**src/rtl/fc_score_engine_pkg.sv**
```systemverilog
// ============================================================================
// Module : fc_pkg
// Brief  : Shared sizes, FSM state type and weight-row slicing helper for the
//          fully-connected score engine.
// Rev    : 1.0 - initial release
// ============================================================================
`default_nettype none

package fc_pkg;

    localparam int WEIGHTS_DAPTH  = 784;
    localparam int WEIGHTS_COLUMN = 10;
    localparam int WEIGHTS_WIDTH  = 16;
    localparam int PIXEL_WIDTH    = 8;
    localparam int RESULT_WIDTH   = 32;
    localparam int ADDR_WIDTH     = 10;
    localparam int ROW_WIDTH      = WEIGHTS_COLUMN * WEIGHTS_WIDTH;

    typedef enum logic [1:0] {
        IDLE  = 2'd0,
        LOAD  = 2'd1,
        DRAIN = 2'd2,
        DONE  = 2'd3
    } state_t;

    function automatic logic signed [WEIGHTS_WIDTH-1:0] weight_col(
        input logic [ROW_WIDTH-1:0] row,
        input int unsigned          k
    );
        return row[k*WEIGHTS_WIDTH +: WEIGHTS_WIDTH];
    endfunction

endpackage

`default_nettype wire

```
**src/rtl/fc_score_engine_if.sv**
```systemverilog
// ============================================================================
// Module : fc_score_engine_if
// Brief  : Pixel stream, weight ROM and score result bundle of the engine.
//          overflow_flag exists only when FC_SAT_ACC_EN is defined.
// Rev    : 1.0 - initial release
// ============================================================================
`default_nettype none

interface fc_score_engine_if;
    import fc_pkg::*;

    logic                          start;
    logic [PIXEL_WIDTH-1:0]        pixel_in;
    logic                          pixel_valid;
    logic                          pixel_ready;
    logic [ADDR_WIDTH-1:0]         weights_addr;
    logic [ROW_WIDTH-1:0]          weights_data;
    logic signed [RESULT_WIDTH-1:0] data_out_0;
    logic signed [RESULT_WIDTH-1:0] data_out_1;
    logic signed [RESULT_WIDTH-1:0] data_out_2;
    logic signed [RESULT_WIDTH-1:0] data_out_3;
    logic signed [RESULT_WIDTH-1:0] data_out_4;
    logic signed [RESULT_WIDTH-1:0] data_out_5;
    logic signed [RESULT_WIDTH-1:0] data_out_6;
    logic signed [RESULT_WIDTH-1:0] data_out_7;
    logic signed [RESULT_WIDTH-1:0] data_out_8;
    logic signed [RESULT_WIDTH-1:0] data_out_9;
    logic                          classfication_en;
    logic                          busy;
`ifdef FC_SAT_ACC_EN
    logic                          overflow_flag;
`endif

    modport slave (
        input  start, pixel_in, pixel_valid, weights_data,
        output pixel_ready, weights_addr,
        output data_out_0, data_out_1, data_out_2, data_out_3, data_out_4,
        output data_out_5, data_out_6, data_out_7, data_out_8, data_out_9,
        output classfication_en, busy
`ifdef FC_SAT_ACC_EN
        , output overflow_flag
`endif
    );

    modport master (
        output start, pixel_in, pixel_valid, weights_data,
        input  pixel_ready, weights_addr,
        input  data_out_0, data_out_1, data_out_2, data_out_3, data_out_4,
        input  data_out_5, data_out_6, data_out_7, data_out_8, data_out_9,
        input  classfication_en, busy
`ifdef FC_SAT_ACC_EN
        , input overflow_flag
`endif
    );

endinterface

`default_nettype wire

```
**src/rtl/fc_score_engine_mac_lane.sv**
```systemverilog
// ============================================================================
// Module : mac_lane
// Brief  : One class accumulator: acc += weight * pixel. Wraps by default;
//          saturates and reports overflow when FC_SAT_ACC_EN is defined.
// Rev    : 1.0 - initial release
// ============================================================================
`default_nettype none

module mac_lane
    import fc_pkg::*;
(
    input  wire logic                           clk,
    input  wire logic                           rst,
    input  wire logic                           i_clear,
    input  wire logic                           i_en,
    input  wire logic [PIXEL_WIDTH-1:0]         i_pixel,
    input  wire logic signed [WEIGHTS_WIDTH-1:0] i_weight,
    output logic signed [RESULT_WIDTH-1:0]      o_acc
`ifdef FC_SAT_ACC_EN
    , output logic                              o_ovf
`endif
);

    localparam int c_PROD_W = WEIGHTS_WIDTH + PIXEL_WIDTH + 1;

    logic signed [RESULT_WIDTH-1:0] r_acc;
    logic signed [c_PROD_W-1:0]     w_prod;
    logic signed [RESULT_WIDTH-1:0] w_sum;

    assign w_prod = c_PROD_W'(i_weight) * c_PROD_W'($signed({1'b0, i_pixel}));

`ifdef FC_SAT_ACC_EN
    localparam logic signed [RESULT_WIDTH-1:0] c_MAX = {1'b0, {(RESULT_WIDTH-1){1'b1}}};
    localparam logic signed [RESULT_WIDTH-1:0] c_MIN = {1'b1, {(RESULT_WIDTH-1){1'b0}}};

    logic signed [RESULT_WIDTH:0] w_wide;
    logic                         w_ovf;

    // One guard bit is enough: a 25-bit product cannot overflow twice.
    assign w_wide = (RESULT_WIDTH+1)'(r_acc) + (RESULT_WIDTH+1)'(w_prod);
    assign w_ovf  = w_wide[RESULT_WIDTH] ^ w_wide[RESULT_WIDTH-1];
    assign w_sum  = w_ovf ? (w_wide[RESULT_WIDTH] ? c_MIN : c_MAX)
                          : w_wide[RESULT_WIDTH-1:0];
    assign o_ovf  = i_en & w_ovf;
`else
    assign w_sum  = r_acc + RESULT_WIDTH'(w_prod);
`endif

    // o_acc is the value the lane will hold after this edge, so the top can
    // capture the final MAC in the same cycle it happens.
    assign o_acc = i_en ? w_sum : r_acc;

    always_ff @(posedge clk) begin
        if (!rst) begin
            r_acc <= '0;
        end else if (i_clear) begin
            r_acc <= '0;
        end else begin
            r_acc <= o_acc;
        end
    end

endmodule

`default_nettype wire

```
**src/rtl/fc_score_engine.sv**
```systemverilog
// ============================================================================
// Module : fc_score_engine
// Brief  : Streams 784 pixels against a 10-wide weight ROM and produces ten
//          signed class scores. Optional FC_SAT_ACC_EN enables saturation.
// Rev    : 1.0 - initial release
// ============================================================================
`default_nettype none

module fc_score_engine
    import fc_pkg::*;
(
    input  wire logic          clk,
    input  wire logic          rst,
    fc_score_engine_if.slave   bus
);

    state_t                         r_state;
    state_t                         w_state_nxt;
    logic [ADDR_WIDTH-1:0]          r_pixel_cnt;
    logic [PIXEL_WIDTH-1:0]         r_pixel;
    logic                           r_mac_vld;
    logic                           w_handshake;
    logic                           w_start_ok;
    logic                           w_last;
    logic signed [RESULT_WIDTH-1:0] r_data_out [WEIGHTS_COLUMN];
    logic signed [RESULT_WIDTH-1:0] w_acc_nxt  [WEIGHTS_COLUMN];
`ifdef FC_SAT_ACC_EN
    logic [WEIGHTS_COLUMN-1:0]      w_lane_ovf;
    logic                           r_overflow;
`endif

    assign w_start_ok  = bus.start && ((r_state == IDLE) || (r_state == DONE));
    assign w_handshake = bus.pixel_valid && (r_state == LOAD);
    assign w_last      = (r_pixel_cnt == ADDR_WIDTH'(WEIGHTS_DAPTH - 1));

    assign bus.weights_addr = (r_state == LOAD) ? r_pixel_cnt : '0;

    always_ff @(posedge clk) begin
        if (!rst) begin
            r_state <= IDLE;
        end else begin
            r_state <= w_state_nxt;
        end
    end

    always_comb begin
        w_state_nxt          = r_state;
        bus.pixel_ready      = 1'b0;
        bus.busy             = 1'b0;
        bus.classfication_en = 1'b0;
        case (r_state)
            IDLE: begin
                if (bus.start) w_state_nxt = LOAD;
            end
            LOAD: begin
                bus.pixel_ready = 1'b1;
                bus.busy        = 1'b1;
                if (w_handshake && w_last) w_state_nxt = DRAIN;
            end
            DRAIN: begin
                bus.busy    = 1'b1;
                w_state_nxt = DONE;
            end
            DONE: begin
                bus.classfication_en = 1'b1;
                w_state_nxt          = bus.start ? LOAD : IDLE;
            end
            default: w_state_nxt = IDLE;
        endcase
    end

    // The ROM row for an accepted pixel arrives one cycle later, so the pixel
    // and its valid flag are delayed to line up with weights_data.
    always_ff @(posedge clk) begin
        if (!rst) begin
            r_pixel_cnt <= '0;
            r_pixel     <= '0;
            r_mac_vld   <= 1'b0;
        end else begin
            r_mac_vld <= w_handshake;
            if (w_handshake) begin
                r_pixel     <= bus.pixel_in;
                r_pixel_cnt <= r_pixel_cnt + ADDR_WIDTH'(1);
            end else if (w_start_ok) begin
                r_pixel_cnt <= '0;
            end
        end
    end

    for (genvar k = 0; k < WEIGHTS_COLUMN; k++) begin : g_lane
        mac_lane u_lane (
            .clk      (clk),
            .rst      (rst),
            .i_clear  (w_start_ok),
            .i_en     (r_mac_vld),
            .i_pixel  (r_pixel),
            .i_weight (weight_col(bus.weights_data, k)),
            .o_acc    (w_acc_nxt[k])
`ifdef FC_SAT_ACC_EN
            , .o_ovf  (w_lane_ovf[k])
`endif
        );
    end

    // DRAIN always carries the final MAC, captured here via the lane's next value.
    always_ff @(posedge clk) begin
        if (!rst) begin
            for (int k = 0; k < WEIGHTS_COLUMN; k++) r_data_out[k] <= '0;
        end else if (r_state == DRAIN) begin
            for (int k = 0; k < WEIGHTS_COLUMN; k++) r_data_out[k] <= w_acc_nxt[k];
        end
    end

`ifdef FC_SAT_ACC_EN
    always_ff @(posedge clk) begin
        if (!rst) begin
            r_overflow <= 1'b0;
        end else if (w_start_ok) begin
            r_overflow <= 1'b0;
        end else if (|w_lane_ovf) begin
            r_overflow <= 1'b1;
        end
    end

    assign bus.overflow_flag = r_overflow;
`endif

    assign bus.data_out_0 = r_data_out[0];
    assign bus.data_out_1 = r_data_out[1];
    assign bus.data_out_2 = r_data_out[2];
    assign bus.data_out_3 = r_data_out[3];
    assign bus.data_out_4 = r_data_out[4];
    assign bus.data_out_5 = r_data_out[5];
    assign bus.data_out_6 = r_data_out[6];
    assign bus.data_out_7 = r_data_out[7];
    assign bus.data_out_8 = r_data_out[8];
    assign bus.data_out_9 = r_data_out[9];

endmodule

`default_nettype wire

```
**src/flat_wrapper.sv**
```systemverilog
// flat-port wrapper written by rule: the top's interface ports become plain ports
module fc_score_engine_flat import fc_pkg::*;
  (clk, rst, bus_start, bus_pixel_in, bus_pixel_valid, bus_weights_data, bus_pixel_ready, bus_weights_addr, bus_data_out_0, bus_data_out_1, bus_data_out_2, bus_data_out_3, bus_data_out_4, bus_data_out_5, bus_data_out_6, bus_data_out_7, bus_data_out_8, bus_data_out_9, bus_classfication_en, bus_busy);
  fc_score_engine_if bus_i ();
  input  wire logic clk;
  input  wire logic rst;
  input wire logic [$bits(bus_i.start)-1:0] bus_start;
  input wire logic [$bits(bus_i.pixel_in)-1:0] bus_pixel_in;
  input wire logic [$bits(bus_i.pixel_valid)-1:0] bus_pixel_valid;
  input wire logic [$bits(bus_i.weights_data)-1:0] bus_weights_data;
  output wire logic [$bits(bus_i.pixel_ready)-1:0] bus_pixel_ready;
  output wire logic [$bits(bus_i.weights_addr)-1:0] bus_weights_addr;
  output wire logic [$bits(bus_i.data_out_0)-1:0] bus_data_out_0;
  output wire logic [$bits(bus_i.data_out_1)-1:0] bus_data_out_1;
  output wire logic [$bits(bus_i.data_out_2)-1:0] bus_data_out_2;
  output wire logic [$bits(bus_i.data_out_3)-1:0] bus_data_out_3;
  output wire logic [$bits(bus_i.data_out_4)-1:0] bus_data_out_4;
  output wire logic [$bits(bus_i.data_out_5)-1:0] bus_data_out_5;
  output wire logic [$bits(bus_i.data_out_6)-1:0] bus_data_out_6;
  output wire logic [$bits(bus_i.data_out_7)-1:0] bus_data_out_7;
  output wire logic [$bits(bus_i.data_out_8)-1:0] bus_data_out_8;
  output wire logic [$bits(bus_i.data_out_9)-1:0] bus_data_out_9;
  output wire logic [$bits(bus_i.classfication_en)-1:0] bus_classfication_en;
  output wire logic [$bits(bus_i.busy)-1:0] bus_busy;
  assign bus_i.start = bus_start;
  assign bus_i.pixel_in = bus_pixel_in;
  assign bus_i.pixel_valid = bus_pixel_valid;
  assign bus_i.weights_data = bus_weights_data;
  assign bus_pixel_ready = bus_i.pixel_ready;
  assign bus_weights_addr = bus_i.weights_addr;
  assign bus_data_out_0 = bus_i.data_out_0;
  assign bus_data_out_1 = bus_i.data_out_1;
  assign bus_data_out_2 = bus_i.data_out_2;
  assign bus_data_out_3 = bus_i.data_out_3;
  assign bus_data_out_4 = bus_i.data_out_4;
  assign bus_data_out_5 = bus_i.data_out_5;
  assign bus_data_out_6 = bus_i.data_out_6;
  assign bus_data_out_7 = bus_i.data_out_7;
  assign bus_data_out_8 = bus_i.data_out_8;
  assign bus_data_out_9 = bus_i.data_out_9;
  assign bus_classfication_en = bus_i.classfication_en;
  assign bus_busy = bus_i.busy;
  fc_score_engine u_core (.clk(clk), .rst(rst), .bus(bus_i));
endmodule
```
**config.mk**
```make
export PLATFORM = sky130hd
export DESIGN_NAME = fc_score_engine_flat
export DESIGN_NICKNAME = d
export VERILOG_FILES = /design/src/rtl/fc_score_engine_pkg.sv /design/src/rtl/fc_score_engine_if.sv /design/src/rtl/fc_score_engine_mac_lane.sv /design/src/rtl/fc_score_engine.sv /design/src/flat_wrapper.sv
export SDC_FILE = /design/constraint.sdc
export NUM_CORES = 2
export LEC_CHECK = 0
export BUFFER_PORTS_ARGS = -buffer_cell sky130_fd_sc_hd__buf_2
export CORE_AREA = 2 2 340 409
export CTS_CLUSTER_SIZE = 20
export DETAILED_ROUTE_END_ITERATION = 10
export DIE_AREA = 0 0 342 411
export PLACE_DENSITY_LB_ADDON = 0.05
export SYNTH_ARGS = -nofsm -noshare
export SYNTH_HDL_FRONTEND = slang
export SYNTH_HIERARCHICAL = 1
export SYNTH_SLANG_ARGS = --single-unit
```
**constraint.sdc**
```tcl
create_clock -name clk -period 21.7 [get_ports clk]
set_clock_uncertainty 0.15 [all_clocks]
set_input_delay 4.34 -clock clk [delete_from_list [all_inputs] [get_ports clk]]
set_output_delay 4.34 -clock clk [all_outputs]
set_load 0.02 [all_outputs]
```
# Yosys cells after proc, flatten, opt, wreduce, memory -nomap -nowiden
# Memory sizes are Yosys's and may differ from the RTL's.
# Index checks and enable logic that the tools add are counted.
op_classes:
  n_bitwise: 11
  n_reduce_logical: 9
  n_eq_ne: 6
  mul: 10
  addsub: 11
  muxes: 34
ops:
  columns: ["operator", "n"]
  rows:
  - ["$mux W32", 20]
  - ["$add A32 B25 Y32", 10]
  - ["$mul A16 B9 Y25", 10]
  - ["$mux W10", 3]
  - ["$add A10 B1 Y10 const B", 1]
  - ["$eq A10 B10 Y1 const B", 1]
  - ["$or A1 B1 Y1", 10]
  - ["$mux W1", 8]
  - ["$pmux W2 S4", 1]
  - ["$eq A2 B2 Y1 const B", 2]
  - ["$mux W2", 2]
  - ["$ne A2 B2 Y1 const B", 2]
  - ["$reduce_or A2 Y1", 2]
  - ["$logic_and A1 B1 Y1", 3]
  - ["$eq A2 B1 Y1 const B", 1]
  - ["$logic_not A2 Y1", 1]
  - ["$reduce_and A2 Y1", 1]
  - ["$reduce_bool A2 Y1", 1]
  - ["$logic_or A1 B1 Y1", 1]
  - ["$not A1 Y1", 1]
word_totals:
  ram_bits: 320
  input_bits: 172
  n_memories: 1
  ff_bits: 341
  out_inout_bits: 333
  wordCells: 96
mem_list:
  columns: ["memory", "words", "width", "rd", "rd_ports_with_merged_regs", "wr", "line_no", "rtl"]
  rows:
  - ["u_core.r_data_out", 10, 32, 10, 0, 10, "fc_score_engine.sv:25", "logic signed [RESULT_WIDTH-1:0] r_data_out [WEIGHTS_COLUMN];"]

# Logic depth before layout (Yosys ltp)
depth:
  depth_word: 5
  mapped_depth: 23
  depth_no_buf: 22

# Hierarchy
# Netlist, hierarchy kept.
by_module_without_submodules:
  columns: ["module", "cells_per_inst", "n_inst", "area_per_inst_um2", "seq_area_each_um2"]
  rows:
  - ["mac_lane (u_core.g_lane[2].u_lane ...)", 892, 5, 7604.8, 640.6]
  - ["fc_score_engine", 847, 1, 12985.0, 10029.6]
  - ["mac_lane (u_core.g_lane[7].u_lane)", 899, 1, 7547.2, 640.6]
  - ["mac_lane (u_core.g_lane[9].u_lane)", 885, 1, 7492.2, 640.6]
  - ["mac_lane (u_core.g_lane[0].u_lane)", 877, 1, 7488.4, 640.6]
  - ["mac_lane (u_core.g_lane[8].u_lane)", 867, 1, 7432.1, 640.6]
  - ["mac_lane (u_core.g_lane[1].u_lane)", 855, 1, 7393.3, 640.6]

# Worst setup path before layout
# No wires, ideal clock.
synth_timing:
  path_type: "input-to-reg"
  startpoint: "in rst"
  endpoint: "mem u_core.r_data_out[0][0], enable pin"
  setup_slack_ps: 8907
  cell_stages: 3
  path_buffers: 2
  arrival_time_ps: 11903
  setup_time_ps: 740
  t_required_ps: 20810
  cell_sequence: "clkbuf_8 -> clkbuf_1 -> nand2b_1"
synth_lines:
  columns: ["element", "line_no", "rtl"]
  rows:
  - ["start: declaration", "flat_wrapper.sv:6", "input wire logic rst;"]
  - ["end: declaration", "fc_score_engine.sv:25", null]

==> impl_metrics.py <==
metrics = {
    "status": {
        "status": "finished clean",
    },
    "power": {
        "power_leakage_nw": 50.23,
        "ir_drop_mv": 0.07374,
        "powerDensity_mw_per_mm2": 73.84,
        "finalPower_w": 0.007003,
    },
    "timing": {
        "period_needed_ps": 9866,
        "max_slew_margin": 0.2986,
        "fin_setup_tns_ps": 0,
        "slew_viol_final": 0,
        "setup_viol": 0,
        "hold_violations": 0,
        "fmax_ghz": 0.1014,
        "final.period_utilization": 0.4547,
        "tightest_slew_ps": 1052,
        "rsz0062_at_grt": "false",
    },
    "drt": {
        "initialDrtViolationCount": 4027,
        "routed_wl_mm": 230.5,
        "vias": 68020,
        "viasPerCell": 5.737,
        "dr.pass1.iters": 8,
        "antenna_left": 0,
        "drcViolationCount": 0,
        "wl_per_cell_um": 19.44,
    },
    "clocking": {
        "cts_root_buf": "clkbuf_16",
        "numCtsBuffers": 81,
        "post_cts_buffers": 0,
        "postCtsResizedCells": 0,
        "clock_latency_ps": 730,
        "htreeDepth": 3,
        "clock-sinks": 661,
        "cts_tree": "built",
        "hold_buffers": 0,
        "cts_buffer_depth": 3,
        "path_clk_slew_ps": 60,
    },
    "final_layout": {
        "multi_input_area_mm2": 0.06330,
        "drive_gt1_frac": 0.09480,
        "layout.nets": 12100,
        "area_delta_synth_final_pct": 7.322,
        "final_common_cell": "inv_1",
        "regArea_mm2": 0.01647,
        "nFillCells": 11250,
        "final_cell_mix": "inv_1 (1864), fa_1 (1320), nand2_1 (1206)",
    },
    "floorplanning": {
        "fp.coreArea_mm2": 0.1368,
        "die_x_um": 342,
        "ios": 505,
        "die_h_um": 411,
        "die_area_mm2": 0.1406,
        "initial_core_util": 0.6457,
        "rows": 149,
    },
    "yosys": {
        "syn_area_mm2": 0.08836,
        "synth.avg_cell_area_um2": 9.119,
        "synthArstFlopShare": 0,
        "synth_fp_nets": 11840,
        "synth_seq_area_share": 0.1860,
        "ys_warn_count": 6,
        "yosysUniqueCellTypes": 126,
        "netlist_instances": 9690,
        "synth_edf_count": 320,
        "synthFlopType": "dfxtp_1",
        "synth-seq-cells": 661,
    },
    "critical_path": {
        "crit_type": "in -> reg",
        "cp-end-kind": "flop",
        "crit_chain": "buf_2, nand2_1, fa_1, inv_1, fa_1, fa_1, inv_1, fa_1, inv_1, fa_1, ha_1, and3_1, nand2_1, nor3_2, a21o_4, mux2i_1, or4_1, and3_1",
        "cpMostUsedCell": "fa_1",
        "critPathMaxStageDelay_ps": 780,
        "slowest_stage": "fa_1",
        "worst-path-buf-inv": 4,
        "start_kind": "primary input",
        "critPathArrivalTime_ps": 10190,
        "cp_max_fo": 8,
        "required_ps": 22020,
        "cp_top_family": "adder cells",
    },
    "placed_design": {
        "place_congestion": 0.9390,
        "port_buffers": 504,
        "dpl.hpwl_mm": 178.5,
    },
    "grt": {
        "grt_usage": 0.3339,
        "antenna_found_initial": 41,
        "grt_pass1_wl_mm": 374.7,
        "grt_start_max_net_pins": 213,
        "overflow": 0,
        "grt_pass1_vias": 71630,
    },
    "run": {
        "max-cap-violations": 0,
    },
    "worst_hold_path": {
        "hp-class": "reg -> reg",
    },
}
-- sequential cells by signal, summed over array words and instances, names as in the netlist --
register and flops:
u_core/g_lane.u_lane/r_acc 320, u_core/r_data_out 320, u_core/r_mac_vld 1, u_core/r_pixel 8, u_core/r_pixel_cnt 10, u_core/r_state 2
-- routing by layer --
layer  wire length [um]  global-route usage
met1              91460              0.4135
met2             114400              0.5764
met3              15010             0.05913
met4               9373              0.1379
met5                184                   0
-- cells in the mapped netlist, types with 15 or more instances --
cell	count	area [um^2]
a2111oi_0	15	131.4
a211o_1	20	175.2
a211oi_1	45	337.8
a21o_1	149	1119
a21oi_1	408	2042
a21oi_2	19	166.4
a22oi_1	21	157.7
a31oi_1	51	319.1
and2_1	781	4886
and3_1	366	2290
buf_1	18	67.56
buf_2	36	180.2
buf_4	17	127.6
buf_6	16	180.2
clkbuf_1	268	1006
dfxtp_1	341	6827
edfxtp_1	320	9609
fa_1	1320	26430
ha_1	656	8208
inv_1	1864	6997
mux2_2	56	630.6
mux2i_1	103	1031
nand2_1	1206	4527
nand2b_1	57	356.6
nand3_1	105	525.5
nand3b_1	25	187.7
nand4_1	91	569.3
nor2_1	252	945.9
nor2b_1	62	387.9
nor3_1	68	340.3
nor4_1	22	137.6
o2111ai_1	22	192.7
o211ai_1	37	277.8
o21a_1	34	255.2
o21ai_0	185	925.9
o21ai_1	24	120.1
o21ai_2	21	183.9
o21bai_1	36	270.3
o31ai_1	23	172.7
or3_1	19	118.9
xnor2_1	113	989.7
xor2_1	59	516.8
-- final cells by class --
cell class | instances | area share
Tap cell | 1812 | 0.02391
Timing Repair Buffer | 547 | 0.03037
Clock inverter | 52 | 0.007164
Sequential cell | 661 | 0.1737
Clock buffer | 98 | 0.02292
Antenna cell | 24 | 0.0006333
Inverter | 1865 | 0.07382
Multi-Input combinational cell | 6798 | 0.6675
-- per-stage QoR --
step	std cells	hold WS, ps	area (um^2)	utilization	setup slack (ps)
5_1_grt	11850	345.8	94800	0.6928	11540
3_5_place_dp	11680	320.6	91920	0.6717	11150
4_1_cts	11830	327.1	94770	0.6926	11890
6_report	11860	327.5	94830	0.6930	11830
3_3_place_gp	11680	311.1	91920	0.6717	11310
2_1_floorplan	9690	303.7	88360	-	8907
-- power by group --
group          switching [W]  total (W)  internal (W)
sequential          0.000115    0.00160       0.00148
clock               0.000638    0.00150      0.000859
combinational        0.00256    0.00391       0.00135
total                0.00331    0.00700       0.00369
-- cell families after synthesis --
group,count (synthesis),share of synthesized area
compound gates,1333,0.1048
fa+ha+maj,1976,0.3919
mux,173,0.02067
simple gates,3144,0.1815
buf+inv,2231,0.09797
flops,661,0.1860
xor+xnor,172,0.01705
-- final timing paths --
| kind | from | end | slack [ps] | cells after the start |
|---|---|---|---|---|
| worst min-delay path | u_core/g_lane[6].u_lane/r_acc[20]$_SDFF_PP0_ | u_core/g_lane[6].u_lane/r_acc[20]$_SDFF_PP0_ | 330 | 2 |
| worst max-delay path | bus_weights_data[111] | u_core/r_data_out[0][223]$_SDFFCE_PN0P_ | 11830 | 18 |
| worst max register to register | u_core/r_pixel[1]$_SDFFE_PN0P_ | u_core/r_data_out[0][223]$_SDFFCE_PN0P_ | 13650 | 19 |
| worst min register to register | u_core/g_lane[6].u_lane/r_acc[20]$_SDFF_PP0_ | u_core/g_lane[6].u_lane/r_acc[20]$_SDFF_PP0_ | 330 | 2 |
-- worst reg2reg max path, delay by kind of cell (launching register included) --
kind	cells	cell delay, ps
buffers and inverters	5	1780
DFF	1	550
muxes	1	70
adders and majority gates	6	3300
and+or+nand+nor	6	1780
AOI/OAI and AO/OA	1	180
Note: power is estimated with default switching activity, not from simulation.
